`src/rtl/sample_pwm_player.sv`:
```
// sample_pwm_player: sample FIFO drained by sample_strobe, rendered as single-bit PWM.
// Each strobe pops one sample and restarts a 2**DATA_W clk PWM period.
// If the FIFO is empty at a strobe while playing, MIDSCALE is substituted and underflow pulses.
// Optional macro SAMPLE_PWM_UNDERFLOW_CNT_EN adds the saturating underflow_cnt output.
module sample_pwm_player #(
    parameter int unsigned DATA_W   = 8,
    parameter int unsigned DEPTH    = 4,
    parameter int unsigned MIDSCALE = 2**(DATA_W-1)
) (
    input  logic                     clk,
    input  logic                     rst,
    input  logic                     sample_strobe,
    input  logic                     wr_valid,
    input  logic [DATA_W-1:0]        wr_data,
    output logic                     wr_ready,
    output logic                     pwm_out,
    output logic [$clog2(DEPTH):0]   fill,
    output logic                     underflow,
    output logic                     playing
`ifdef SAMPLE_PWM_UNDERFLOW_CNT_EN
    ,
    output logic [7:0]               underflow_cnt
`endif
);

    localparam int unsigned PTR_W  = $clog2(DEPTH);
    localparam int unsigned FILL_W = PTR_W + 1;
    localparam logic [FILL_W-1:0] FULL_LVL = FILL_W'(DEPTH);

    typedef enum logic [1:0] {
        ST_IDLE,
        ST_PLAY,
        ST_STARVED
    } state_t;

    state_t              state_q, state_d;
    logic [DATA_W-1:0]   mem_q [DEPTH];
    logic [DATA_W-1:0]   mem_d [DEPTH];
    logic [PTR_W-1:0]    rd_ptr_q, rd_ptr_d;
    logic [PTR_W-1:0]    wr_ptr_q, wr_ptr_d;
    logic [FILL_W-1:0]   fill_q, fill_d;
    logic [DATA_W-1:0]   cur_sample_q, cur_sample_d;
    logic [DATA_W-1:0]   pwm_cnt_q, pwm_cnt_d;
    logic                pwm_out_q, pwm_out_d;
    logic                underflow_q, underflow_d;

    logic                full;
    logic                push;
    logic                pop;
    logic [DATA_W-1:0]   head;
    logic [DATA_W-1:0]   pwm_cnt_inc;

    // FIFO bookkeeping: ready and the pop decision use only registered fill,
    // so a same-edge push into an empty FIFO is invisible to the strobe.
    always_comb begin
        full     = (fill_q == FULL_LVL);
        push     = wr_valid && !full;
        pop      = sample_strobe && (fill_q != '0);
        head     = mem_q[rd_ptr_q];
        mem_d    = mem_q;
        wr_ptr_d = wr_ptr_q;
        rd_ptr_d = rd_ptr_q;
        if (push) begin
            mem_d[wr_ptr_q] = wr_data;
            wr_ptr_d        = wr_ptr_q + PTR_W'(1);
        end
        if (pop) begin
            rd_ptr_d = rd_ptr_q + PTR_W'(1);
        end
        fill_d = fill_q + FILL_W'(push) - FILL_W'(pop);
    end

    // Playback FSM and PWM generator; period restarts on every strobe outside IDLE.
    always_comb begin
        state_d      = state_q;
        cur_sample_d = cur_sample_q;
        pwm_cnt_d    = pwm_cnt_q;
        pwm_out_d    = pwm_out_q;
        underflow_d  = 1'b0;
        pwm_cnt_inc  = pwm_cnt_q + DATA_W'(1);
        case (state_q)
            ST_IDLE: begin
                pwm_cnt_d = '0;
                pwm_out_d = 1'b0;
                if (pop) begin
                    state_d      = ST_PLAY;
                    cur_sample_d = head;
                    pwm_out_d    = (head != '0);
                end
            end
            default: begin
                if (sample_strobe) begin
                    if (pop) begin
                        state_d      = ST_PLAY;
                        cur_sample_d = head;
                    end else begin
                        state_d      = ST_STARVED;
                        cur_sample_d = DATA_W'(MIDSCALE);
                        underflow_d  = 1'b1;
                    end
                    pwm_cnt_d = '0;
                    pwm_out_d = (cur_sample_d != '0);
                end else begin
                    pwm_cnt_d = pwm_cnt_inc;
                    pwm_out_d = (pwm_cnt_inc < cur_sample_q);
                end
            end
        endcase
    end

    // Sample storage; contents are don't-care until written, so no reset.
    always_ff @(posedge clk) begin
        mem_q <= mem_d;
    end

    // Control and datapath registers with synchronous reset.
    always_ff @(posedge clk) begin
        if (rst) begin
            state_q      <= ST_IDLE;
            rd_ptr_q     <= '0;
            wr_ptr_q     <= '0;
            fill_q       <= '0;
            cur_sample_q <= '0;
            pwm_cnt_q    <= '0;
            pwm_out_q    <= 1'b0;
            underflow_q  <= 1'b0;
        end else begin
            state_q      <= state_d;
            rd_ptr_q     <= rd_ptr_d;
            wr_ptr_q     <= wr_ptr_d;
            fill_q       <= fill_d;
            cur_sample_q <= cur_sample_d;
            pwm_cnt_q    <= pwm_cnt_d;
            pwm_out_q    <= pwm_out_d;
            underflow_q  <= underflow_d;
        end
    end

`ifdef SAMPLE_PWM_UNDERFLOW_CNT_EN
    logic [7:0] ucnt_q, ucnt_d;

    // Saturating tally of underflow pulses, counted on the edge that raises the pulse.
    always_comb begin
        ucnt_d = ucnt_q;
        if (underflow_d && (ucnt_q != 8'hFF)) begin
            ucnt_d = ucnt_q + 8'd1;
        end
    end

    // Underflow counter register.
    always_ff @(posedge clk) begin
        if (rst) begin
            ucnt_q <= '0;
        end else begin
            ucnt_q <= ucnt_d;
        end
    end

    assign underflow_cnt = ucnt_q;
`endif

    assign wr_ready  = !full;
    assign pwm_out   = pwm_out_q;
    assign fill      = fill_q;
    assign underflow = underflow_q;
    assign playing   = (state_q == ST_PLAY);

endmodule

```
`config.mk`:
```
export PLATFORM = sky130hd
export DESIGN_NAME = sample_pwm_player
export DESIGN_NICKNAME = d
export VERILOG_FILES = /design/src/rtl/sample_pwm_player.sv
export SDC_FILE = /design/constraint.sdc
export NUM_CORES = 1
export LEC_CHECK = 0
export CAP_MARGIN = 10
export CORE_MARGIN = 2
export CORE_UTILIZATION = 49
export DETAILED_ROUTE_END_ITERATION = 8
export GPL_ROUTABILITY_DRIVEN = 0
export PLACE_DENSITY = 0.73
export SYNTH_ARGS = -nofsm -noshare
export SYNTH_HDL_FRONTEND = slang
export SYNTH_SLANG_ARGS = --single-unit
```
`constraint.sdc`:
```
create_clock -name clk -period 3.7 [get_ports clk]
set_input_delay 0.74 -clock clk [delete_from_list [all_inputs] [get_ports clk]]
set_output_delay 0.74 -clock clk [all_outputs]
set_load 0.03 [all_outputs]
```
==> results of run 1 <==
==> cell usage after synthesis (all sizes together) (2+ instances only) <==
| cell type | count | area share |
|---|---|---|
| a21oi | 7 | 0.014 |
| clkbuf | 2 | 0.0030 |
| xnor2 | 6 | 0.021 |
| a21boi | 2 | 0.0060 |
| nor4 | 2 | 0.0050 |
| xor2 | 5 | 0.018 |
| buf | 4 | 0.010 |
| nand3 | 4 | 0.0080 |
| mux4 | 8 | 0.072 |
| edfxtp | 32 | 0.38 |
| nor3 | 6 | 0.012 |
| dfxtp | 27 | 0.22 |
| ha | 14 | 0.070 |
| a22oi | 6 | 0.018 |
| inv | 16 | 0.024 |
| nor2 | 16 | 0.024 |
| and3 | 5 | 0.013 |
| nor2b | 9 | 0.023 |
| nand2 | 6 | 0.0090 |
==> logic make-up after synthesis <==
group | after synthesis | synth area share
adder cells (fa/ha/maj) | 15 | 0.0782
flip-flops | 59 | 0.602
AO/OA/AOI/OAI | 21 | 0.0617
multiplexers | 8 | 0.0722
AND/OR/NAND/NOR | 54 | 0.111
buffers and inverters | 22 | 0.0371
XOR/XNOR | 11 | 0.0386
==> layout make-up <==
type                            instances  area (um^2)  area share
Timing Repair Buffer                   19          188      0.0644
Multi-Input combinational cell        109          902       0.310
Tap cell                               67         83.8      0.0288
Inverter                               16         60.1      0.0206
Clock inverter                          5         46.3      0.0159
Sequential cell                        59         1500       0.515
Clock buffer                           11          131      0.0451
==> layer usage <==
layer	GRT usage	vias to the layer above	share of wire	wire [um]
li1	-	730	-	-
met4	0.103	0	0.027	106
met5	0	-	0	0
met1	0.211	690	0.48	1910
met3	0.0503	10	0.031	124
met2	0.253	22	0.46	1840
==> state kept, by name, summed over array words and instances, names as in the netlist <==
name / flops
mem_q: 32
cur_sample_q: 8
pwm_cnt_q: 8
fill: 3
rd_ptr_q: 2
state_q: 2
wr_ptr_q: 2
pwm_out: 1
underflow: 1
==> worst max-delay path: stages (launching register included) <==
cell             delay (ns)
dfxtp_1                0.44
or3b_1                 0.46
clkdlybuf4s50_1        0.63
==> worst paths after layout <==
check               start      endpoint  slack (ns)  depth (start not counted)
min reg2reg  pwm_cnt_q[0]  pwm_cnt_q[0]        0.49                          1
max reg2reg  pwm_cnt_q[0]       pwm_out        1.39                          9
min          pwm_cnt_q[0]  pwm_cnt_q[0]        0.49                          1
max               fill[2]      wr_ready        1.12                          2
==> power by group through the flow <==
stage	Combinational (mW)	Clock [mW]	Sequential, mW
final	0.498	0.533	0.874
after CTS	0.505	0.542	0.878
after detailed placement	0.501	0	0.891
after global routing	0.561	0.573	0.889
after floorplan	0.364	0	0.884
after global placement	0.497	0	0.886
==> metrics.csv, run 1 <==
stage,metric,value,unit
sta,Worst-Margin Slew,0.679,ns
clock_network,CTS max path bufs,2,
finish,Final #Nets,241,
finish,"most common cell after layout, fill and taps aside",edfxtp_1,
sta,hold slack,0.486,ns
detailed_routing,Via density,5.08,
power_and_ir_drop,PD cells,654,mW/mm^2
synth,count of cell types in the netlist,35,
clock_network,clk root buf,clkbuf_8,
floorplan,Horiz. Die Dim,75.4,um
power_and_ir_drop,Comb pwr share,0.262,
global_route,initial antenna violation count,0,
synth,cells after synthesis,190,
synth,Synth async-reset ratio,0,
placed_design,pre-CTS WS,0.924,ns
placed_design,placed insts,270,
floorplan,Starting Density,0.518,
global_route,largest net degree at the start of global routing,21,
finish,layout cell share with drive strength beyond 1,0.100,
power_and_ir_drop,sw frac,0.299,
clock_network,clk slew on worst S/H paths,0.06,ns
power_and_ir_drop,Int Pwr,1.34,mW
clock_network,PostCTS Resize Cnt,0,
global_route,first-pass GRT wire length,6670,um
worst_setup_path,Crit. End Element,primary output,
sta,Final Cycle Share,0.699,
detailed_routing,number of DRC markers in iteration 0,39,
clock_network,CTS tree,done,
synth,Mean Syn Cell Area,13.1,um^2
sta,"Setup violations, final",0,
finish,design area,0.00291,mm^2
sta,skew final,0.0119,ns
global_route,number of global-route vias before repair,1454,
sta,highest clock rate,0.387,GHz
synth,"Seq/Total Area, Yosys",0.602,
sta,fin crit period,2.58,ns
clock_network,clock latency on the worst-skew pair,0.33,ns
synth,syn_nets,217,
min_path,HP Class,reg -> reg,
placed_design,PortBufs,18,
synth,"FF+latch count, synth",59,
placed_design,Post-DP HPWL,2790,um
power_and_ir_drop,peak supply drop,0.346,mV
detailed_routing,Final ANT Viol Nets,0,
global_route,"Remaining Overflow, GRT",0,
worst_setup_path,CP Launch Type,register,
worst_setup_path,"critical path fanouts, max",6,
detailed_routing,Post-Route WL,3980,um
clock_network,number of buffers created by CTS,9,
synth,Synthesis Warnings,0,
finish,final core occ,0.605,
power_and_ir_drop,Flop pwr share,0.459,
floorplan,IO Pins,19,
synth,"EDFF count, synth",32,
sta,Slew Limit Fails,0,
floorplan,row count,25,
status,status,"finished, final reports clean",
global_route,GRT Total Usage,0.167,
flow_run,Max Cap Viol,0,
finish,Layout Cells excl Fill,286,
power_and_ir_drop,cell leakage power,1.06,nW
sta,setup ws final,1.12,ns
clock_network,post-CTS setup buffers,0,
sta,count of final hold-check violations,0,
synth,synthesized area,0.00250,mm^2
synth,commonest register cell after synthesis,edfxtp_1,
floorplan,area of the core,0.00482,mm^2
worst_setup_path,worst endpoint required time,2.96,ns
finish,"commonest cells after routing, fill and taps aside","32 x edfxtp_1, 27 x dfxtp_1, 18 x clkdlybuf4s50_1",
sta,RSZ-0062 raised after global routing,no,
finish,ANT cells,0,
clock_network,clk sinks,59,
placed_design,DP Area,0.00274,mm^2
power_and_ir_drop,overall power,1.91,mW
finish,synthesis-to-finish area growth,16.7,%
detailed_routing,drt drc,0,
clock_network,post-cts hold buffer count,0,
floorplan,die area,0.00568,mm^2
finish,fillers,406,
power_and_ir_drop,Clock power frac,0.280,
worst_setup_path,"Data arrival, critical path",1.84,ns
detailed_routing,via count,1452,
sta,Setup TNS Final,0,ns
clock_network,Max H-tree Level,3,
detailed_routing,TritonRoute pass-1 iters,4,
sta,Slew HR,0.546,
floorplan,Die H,75.4,um
worst_setup_path,Crit Path Class,reg -> out,
detailed_routing,wire length per cell,13.9,um
power_and_ir_drop,Switch Pwr,0.570,mW
(Power assumes the default switching activity.)
==> run 2, diff against run 1 <==
==> constraint.sdc (replaced) <==
create_clock -name clk -period 2.65 [get_ports clk]
set_input_delay 0.53 -clock clk [delete_from_list [all_inputs] [get_ports clk]]
set_output_delay 0.53 -clock clk [all_outputs]
set_load 0.03 [all_outputs]
==> run 2 against run 1 <==
  * Cell area rose by 1.0%
  * Count of clock-buffer cells in the layout is 1 lower
  * Global-route usage rose by 0.28 points
  * Sequential power increased by 40%
  * Die area is the same
==> metrics.csv, run 2 (same netlist as run 1, synthesis figures left out) <==
stage,metric,value,unit,change
sta,Slew HR,0.598,,+0.0528
clock_network,CTS tree,done,,
clock_network,clk root buf,clkbuf_8,,
global_route,initial antenna violation count,0,,unchanged
finish,Largest regs,"mem_q (32), cur_sample_q (8), pwm_cnt_q (8)",,
floorplan,IO Pins,19,,unchanged
worst_setup_path,Crit Path Class,reg -> out,,
clock_network,Max H-tree Level,3,,unchanged
min_path,HP Class,reg -> reg,,
placed_design,placed insts,272,,+0.74%
global_route,largest net degree at the start of global routing,20,,-4.8%
finish,layout cell share with drive strength beyond 1,0.127,,+0.0262
worst_setup_path,CP Launch Type,register,,
sta,Slew Limit Fails,0,,unchanged
placed_design,PortBufs,18,,unchanged
floorplan,die area,0.00568,mm^2,unchanged
global_route,"Remaining Overflow, GRT",0,,unchanged
finish,Layout Cells excl Fill,288,,+0.70%
worst_setup_path,"Data arrival, critical path",1.87,ns,+0.03 ns
finish,final core occ,0.611,,+0.00623
sta,count of final hold-check violations,0,,unchanged
detailed_routing,Final ANT Viol Nets,0,,unchanged
worst_setup_path,worst endpoint required time,2.12,ns,-0.84 ns
sta,Final Cycle Share,0.904,,
sta,RSZ-0062 raised after global routing,no,,
clock_network,clock latency on the worst-skew pair,0.34,ns,about the same
clock_network,CTS max path bufs,2,,unchanged
sta,Setup TNS Final,0,ns,unchanged
detailed_routing,TritonRoute pass-1 iters,4,,unchanged
power_and_ir_drop,PD cells,920,mW/mm^2,+41%
worst_setup_path,r2r setup slk,0.35,ns,-1.04 ns
clock_network,PostCTS Resize Cnt,0,,unchanged
clock_network,post-cts hold buffer count,0,,unchanged
sta,setup ws final,0.254,ns,-0.862 ns
floorplan,Die H,75.4,um,unchanged
sta,skew final,0.00569,ns,-0.00617 ns
placed_design,Post-DP HPWL,2850,um,+2.3%
detailed_routing,Post-Route WL,3930,um,-1.2%
finish,ANT cells,0,,unchanged
finish,max reg flops,32,,unchanged
global_route,first-pass GRT wire length,6730,um,+0.93%
min_path,Hold Path Stages,1,,unchanged
sta,fin crit period,2.40,ns,
detailed_routing,number of DRC markers in iteration 0,50,,+28%
clock_network,clk slew on worst S/H paths,0.07,ns,about the same
sta,Worst-Margin Slew,0.601,ns,-0.0778 ns
worst_setup_path,crit-path cells,"or3b_1, clkdlybuf4s50_1",,
detailed_routing,via count,1446,,-0.41%
finish,Top reg by flops,mem_q,,
clock_network,post-CTS setup buffers,0,,unchanged
floorplan,Starting Density,0.518,,unchanged
flow_run,Max Cap Viol,0,,unchanged
power_and_ir_drop,peak supply drop,0.652,mV,+88%
power_and_ir_drop,overall power,2.71,mW,+42%
detailed_routing,wire length per cell,13.7,um,-1.9%
finish,Final #Nets,243,,+0.83%
worst_setup_path,CP max stage delay,0.63,ns,about the same
placed_design,pre-CTS WS,0.126,ns,-0.797 ns
detailed_routing,Via density,5.02,,-1.1%
worst_setup_path,R2R depth,8,,-1
clock_network,clk sinks,59,,unchanged
power_and_ir_drop,cell leakage power,1.08,nW,+1.5%
global_route,GRT Total Usage,0.170,,+0.00283
status,status,"finished, final reports clean",,
clock_network,number of buffers created by CTS,9,,unchanged
floorplan,row count,25,,unchanged
finish,"commonest cells after routing, fill and taps aside","32 x edfxtp_1, 27 x dfxtp_1, 18 x clkdlybuf4s50_1",,
sta,"Setup violations, final",0,,unchanged
detailed_routing,drt drc,0,,unchanged
finish,synthesis-to-finish area growth,17.9,%,
sta,highest clock rate,0.417,GHz,
worst_setup_path,slowest CP cell,clkdlybuf4s50_1,,
finish,"most common cell after layout, fill and taps aside",edfxtp_1,,
worst_setup_path,Crit. End Element,primary output,,
worst_setup_path,"critical path fanouts, max",6,,unchanged
floorplan,Horiz. Die Dim,75.4,um,unchanged
floorplan,area of the core,0.00482,mm^2,unchanged
global_route,number of global-route vias before repair,1446,,-0.55%
run 2: area by class of cell:
| cell class | instances | area (um^2) |
|---|---|---|
| clock inverters | 6 | 65.1 |
| multi-input cells | 109 | 902 |
| flip-flops and latches | 59 | 1500 |
| well taps | 67 | 83.8 |
| inverters | 16 | 60.1 |
| fillers | 399 | 1870 |
| repair buffers | 21 | 203 |
| clock buffers | 10 | 128 |
run 2: final timing paths:
check | start | to
worst max-delay path | fill[2] | wr_ready
worst min-delay path | pwm_cnt_q[0] | pwm_cnt_q[0]
worst min register to register | pwm_cnt_q[0] | pwm_cnt_q[0]
worst max register to register | fill[2] | fill[1]
run 2: through the flow:
step / area [um^2] / hold WS (ns)
CTS: 2940 / 0.479
floorplan: 2500 / 0.438
global placement: 2750 / 0.462
finish: 2940 / 0.478
detailed placement: 2750 / 0.463
global route: 2940 / 0.505
run 2: worst max-delay path: cells and delay by family, from the launching register on:
| family | cells | cell delay [ns] |
|---|---|---|
| buffers and inverters | 1 | 0.63 |
| AND/OR/NAND/NOR | 1 | 0.46 |
| flip-flops | 1 | 0.43 |
run 2: per-layer routing:
layer,up-vias,track usage,part of all wire
li1,736,-,-
met2,22,0.268,0.49
met5,-,0,0
met1,677,0.200,0.44
met3,11,0.0820,0.050
met4,0,0.0702,0.020
run 2: power breakdown:
part | switching (mW) | total (mW) | internal (mW)
Sequential | 0.118 | 1.22 | 1.10
Combinational | 0.361 | 0.702 | 0.341
Clock | 0.350 | 0.785 | 0.435
Total | 0.829 | 2.71 | 1.88
==> run 3, diff against run 2 <==
--- a/config.mk
+++ b/config.mk
@@ -10,6 +10,7 @@
 export CORE_UTILIZATION = 49
 export DETAILED_ROUTE_END_ITERATION = 8
 export GPL_ROUTABILITY_DRIVEN = 0
+export GPL_TIMING_DRIVEN = 0
 export PLACE_DENSITY = 0.73
 export SYNTH_ARGS = -nofsm -noshare
 export SYNTH_HDL_FRONTEND = slang
==> run 3 against run 2 <==
  * Power up 4.0%
  * Routed wire length is 4.7% higher
  * Sequential share of layout area is 0.79 points lower
  * Register-to-register slack lost 0.04 ns
  * Critical endpoint unchanged
  * Highest routed layer unchanged
==> metrics.csv, run 3 (same netlist as run 1, synthesis figures left out) <==
stage,metric,value,unit,change
worst_setup_path,CP max stage delay,0.63,ns,about the same
clock_network,clk root buf,clkbuf_8,,
placed_design,pre-CTS WS,-0.277,ns,-0.403 ns
sta,fin crit period,2.38,ns,-0.0193 ns
detailed_routing,Post-Route WL,4120,um,+4.7%
clock_network,clk sinks,59,,unchanged
global_route,"Remaining Overflow, GRT",0,,unchanged
clock_network,post-cts hold buffer count,0,,unchanged
min_path,Hold Path Stages,2,,+1
finish,ANT cells,0,,unchanged
detailed_routing,met3 routed WL,140,um,-28%
global_route,number of global-route vias before repair,1477,,+2.1%
min_path,worst hold endpoint,cur_sample_q[2],,
clock_network,Max H-tree Level,3,,unchanged
detailed_routing,Final ANT Viol Nets,0,,unchanged
worst_setup_path,reg2reg end,fill[1],,
worst_setup_path,Crit Path Class,reg -> out,,
global_route,largest net degree at the start of global routing,11,,-45%
worst_setup_path,crit-path cells,"or3b_1, clkdlybuf4s50_1",,
finish,max reg flops,32,,unchanged
sta,Slew HR,0.627,,+0.0280
sta,hold slack,0.480,ns,+0.00128 ns
detailed_routing,M1 WL,1890,um,+8.4%
floorplan,IO Pins,19,,unchanged
power_and_ir_drop,overall power,2.82,mW,+4.0%
power_and_ir_drop,PD cells,943,mW/mm^2,+2.4%
finish,Layout Cells excl Fill,291,,+1.0%
worst_setup_path,Crit. End Element,primary output,,
sta,Worst-Margin Slew,0.559,ns,-0.0424 ns
finish,"most common cell after layout, fill and taps aside",edfxtp_1,,
clock_network,number of buffers created by CTS,9,,unchanged
detailed_routing,Via density,5.03,,+0.20%
clock_network,post-CTS setup buffers,0,,unchanged
floorplan,Horiz. Die Dim,75.4,um,unchanged
sta,highest clock rate,0.421,GHz,+0.81%
global_route,initial antenna violation count,0,,unchanged
finish,Largest regs,"mem_q (32), cur_sample_q (8), pwm_cnt_q (8)",,
worst_setup_path,reg-to-reg startpoint,fill[2],,
power_and_ir_drop,cell leakage power,1.11,nW,+3.3%
finish,synthesis-to-finish area growth,19.7,%,
min_path,HP Class,reg -> reg,,
min_path,Hold Crit Start,cur_sample_q[2],,
finish,Final #Nets,246,,+1.2%
sta,Final Cycle Share,0.897,,-0.00729
worst_setup_path,worst endpoint required time,2.12,ns,about the same
detailed_routing,drt drc,0,,unchanged
worst_setup_path,"critical path fanouts, max",6,,unchanged
status,status,"finished, final reports clean",,
sta,RSZ-0062 raised after global routing,no,,
worst_setup_path,R2R depth,8,,unchanged
floorplan,area of the core,0.00482,mm^2,unchanged
floorplan,row count,25,,unchanged
detailed_routing,via count,1464,,+1.2%
global_route,GRT Total Usage,0.172,,+0.00249
sta,count of final hold-check violations,0,,unchanged
floorplan,die area,0.00568,mm^2,unchanged
clock_network,CTS tree,done,,
placed_design,Post-DP HPWL,2870,um,+0.64%
sta,setup ws final,0.273,ns,+0.0193 ns
sta,Slew Limit Fails,0,,unchanged
sta,"Setup violations, final",0,,unchanged
placed_design,placed insts,275,,+1.1%
worst_setup_path,CP Launch Type,register,,
clock_network,CTS max path bufs,2,,unchanged
global_route,first-pass GRT wire length,6920,um,+2.8%
clock_network,clk slew on worst S/H paths,0.07,ns,about the same
detailed_routing,DR top layer,met4,,
floorplan,Die H,75.4,um,unchanged
finish,Top reg by flops,mem_q,,
clock_network,clock latency on the worst-skew pair,0.33,ns,about the same
placed_design,PortBufs,18,,unchanged
worst_setup_path,r2r setup slk,0.31,ns,-0.04 ns
power_and_ir_drop,peak supply drop,0.566,mV,-13%
sta,skew final,0.00900,ns,+0.00331 ns
detailed_routing,number of DRC markers in iteration 0,36,,-28%
detailed_routing,wire length per cell,14.1,um,+3.6%
detailed_routing,met2 wire length,1990,um,+4.1%
worst_setup_path,"Data arrival, critical path",1.85,ns,-0.02 ns
floorplan,Starting Density,0.518,,unchanged
worst_setup_path,slowest CP cell,clkdlybuf4s50_1,,
flow_run,Max Cap Viol,0,,unchanged
finish,layout cell share with drive strength beyond 1,0.125,,-0.00170
finish,fillers,404,,+1.3%
detailed_routing,TritonRoute pass-1 iters,4,,unchanged
finish,"commonest cells after routing, fill and taps aside","32 x edfxtp_1, 27 x dfxtp_1, 17 x clkdlybuf4s50_1",,
[run 3: worst max-delay path, delay by kind of cell (launching register included)]
family / cells / cell delay, ns
flip-flops: 1 / 0.43
buffers and inverters: 1 / 0.63
AND/OR/NAND/NOR: 1 / 0.45
[run 3: how the worst max path moves through the flow]
stage | cells past startpoint | slack [ns] | from | endpoint
2_1_floorplan | 8 | 0.13 | fill[2] | fill[1]
3_3_place_gp | 9 | -0.21 | sample_strobe | fill[1]
3_5_place_dp | 9 | -0.28 | sample_strobe | fill[1]
4_1_cts | 9 | 0.08 | sample_strobe | fill[1]
5_1_grt | 9 | 0.1 | pwm_cnt_q[0] | pwm_out
6_report | 2 | 0.27 | fill[2] | wr_ready
[run 3: area by class of cell]
class | instances | area (um^2) | share of cell area
Buffer | 6 | 32.5 | 0.0109
Clock buffer | 14 | 216 | 0.0724
Clock inverter | 2 | 10.0 | 0.00335
Inverter | 16 | 60.1 | 0.0201
Multi-Input combinational cell | 109 | 902 | 0.302
Sequential cell | 59 | 1500 | 0.502
Tap cell | 67 | 83.8 | 0.0280
Timing Repair Buffer | 18 | 183 | 0.0611
[run 3: repair_timing]
action | 4_1_cts | 5_1_grt
hold endpoints to repair | 0 | 0
setup endpoints to repair | 0 | 2
resized for setup | 0 | 1
[run 3: power by group]
group	total, mW	switching, mW	internal, mW
Sequential	1.18	0.0792	1.10
Clock	0.875	0.341	0.533
Combinational	0.760	0.407	0.353
[run 3: layer usage]
layer  up-vias  track usage
met2        24        0.270
met5         -            0
li1        743            -
met3         7       0.0410
met4         0        0.107
met1       690        0.217
[run 3: through the flow]
stage | TNS (ns) | utilization | cell area [um^2]
global route | 0 | 0.621 | 2990
finish | 0 | 0.621 | 2990
CTS | 0 | 0.620 | 2990
global placement | -0.386 | 0.573 | 2760
detailed placement | -0.498 | 0.573 | 2760
floorplan | 0 | - | 2500
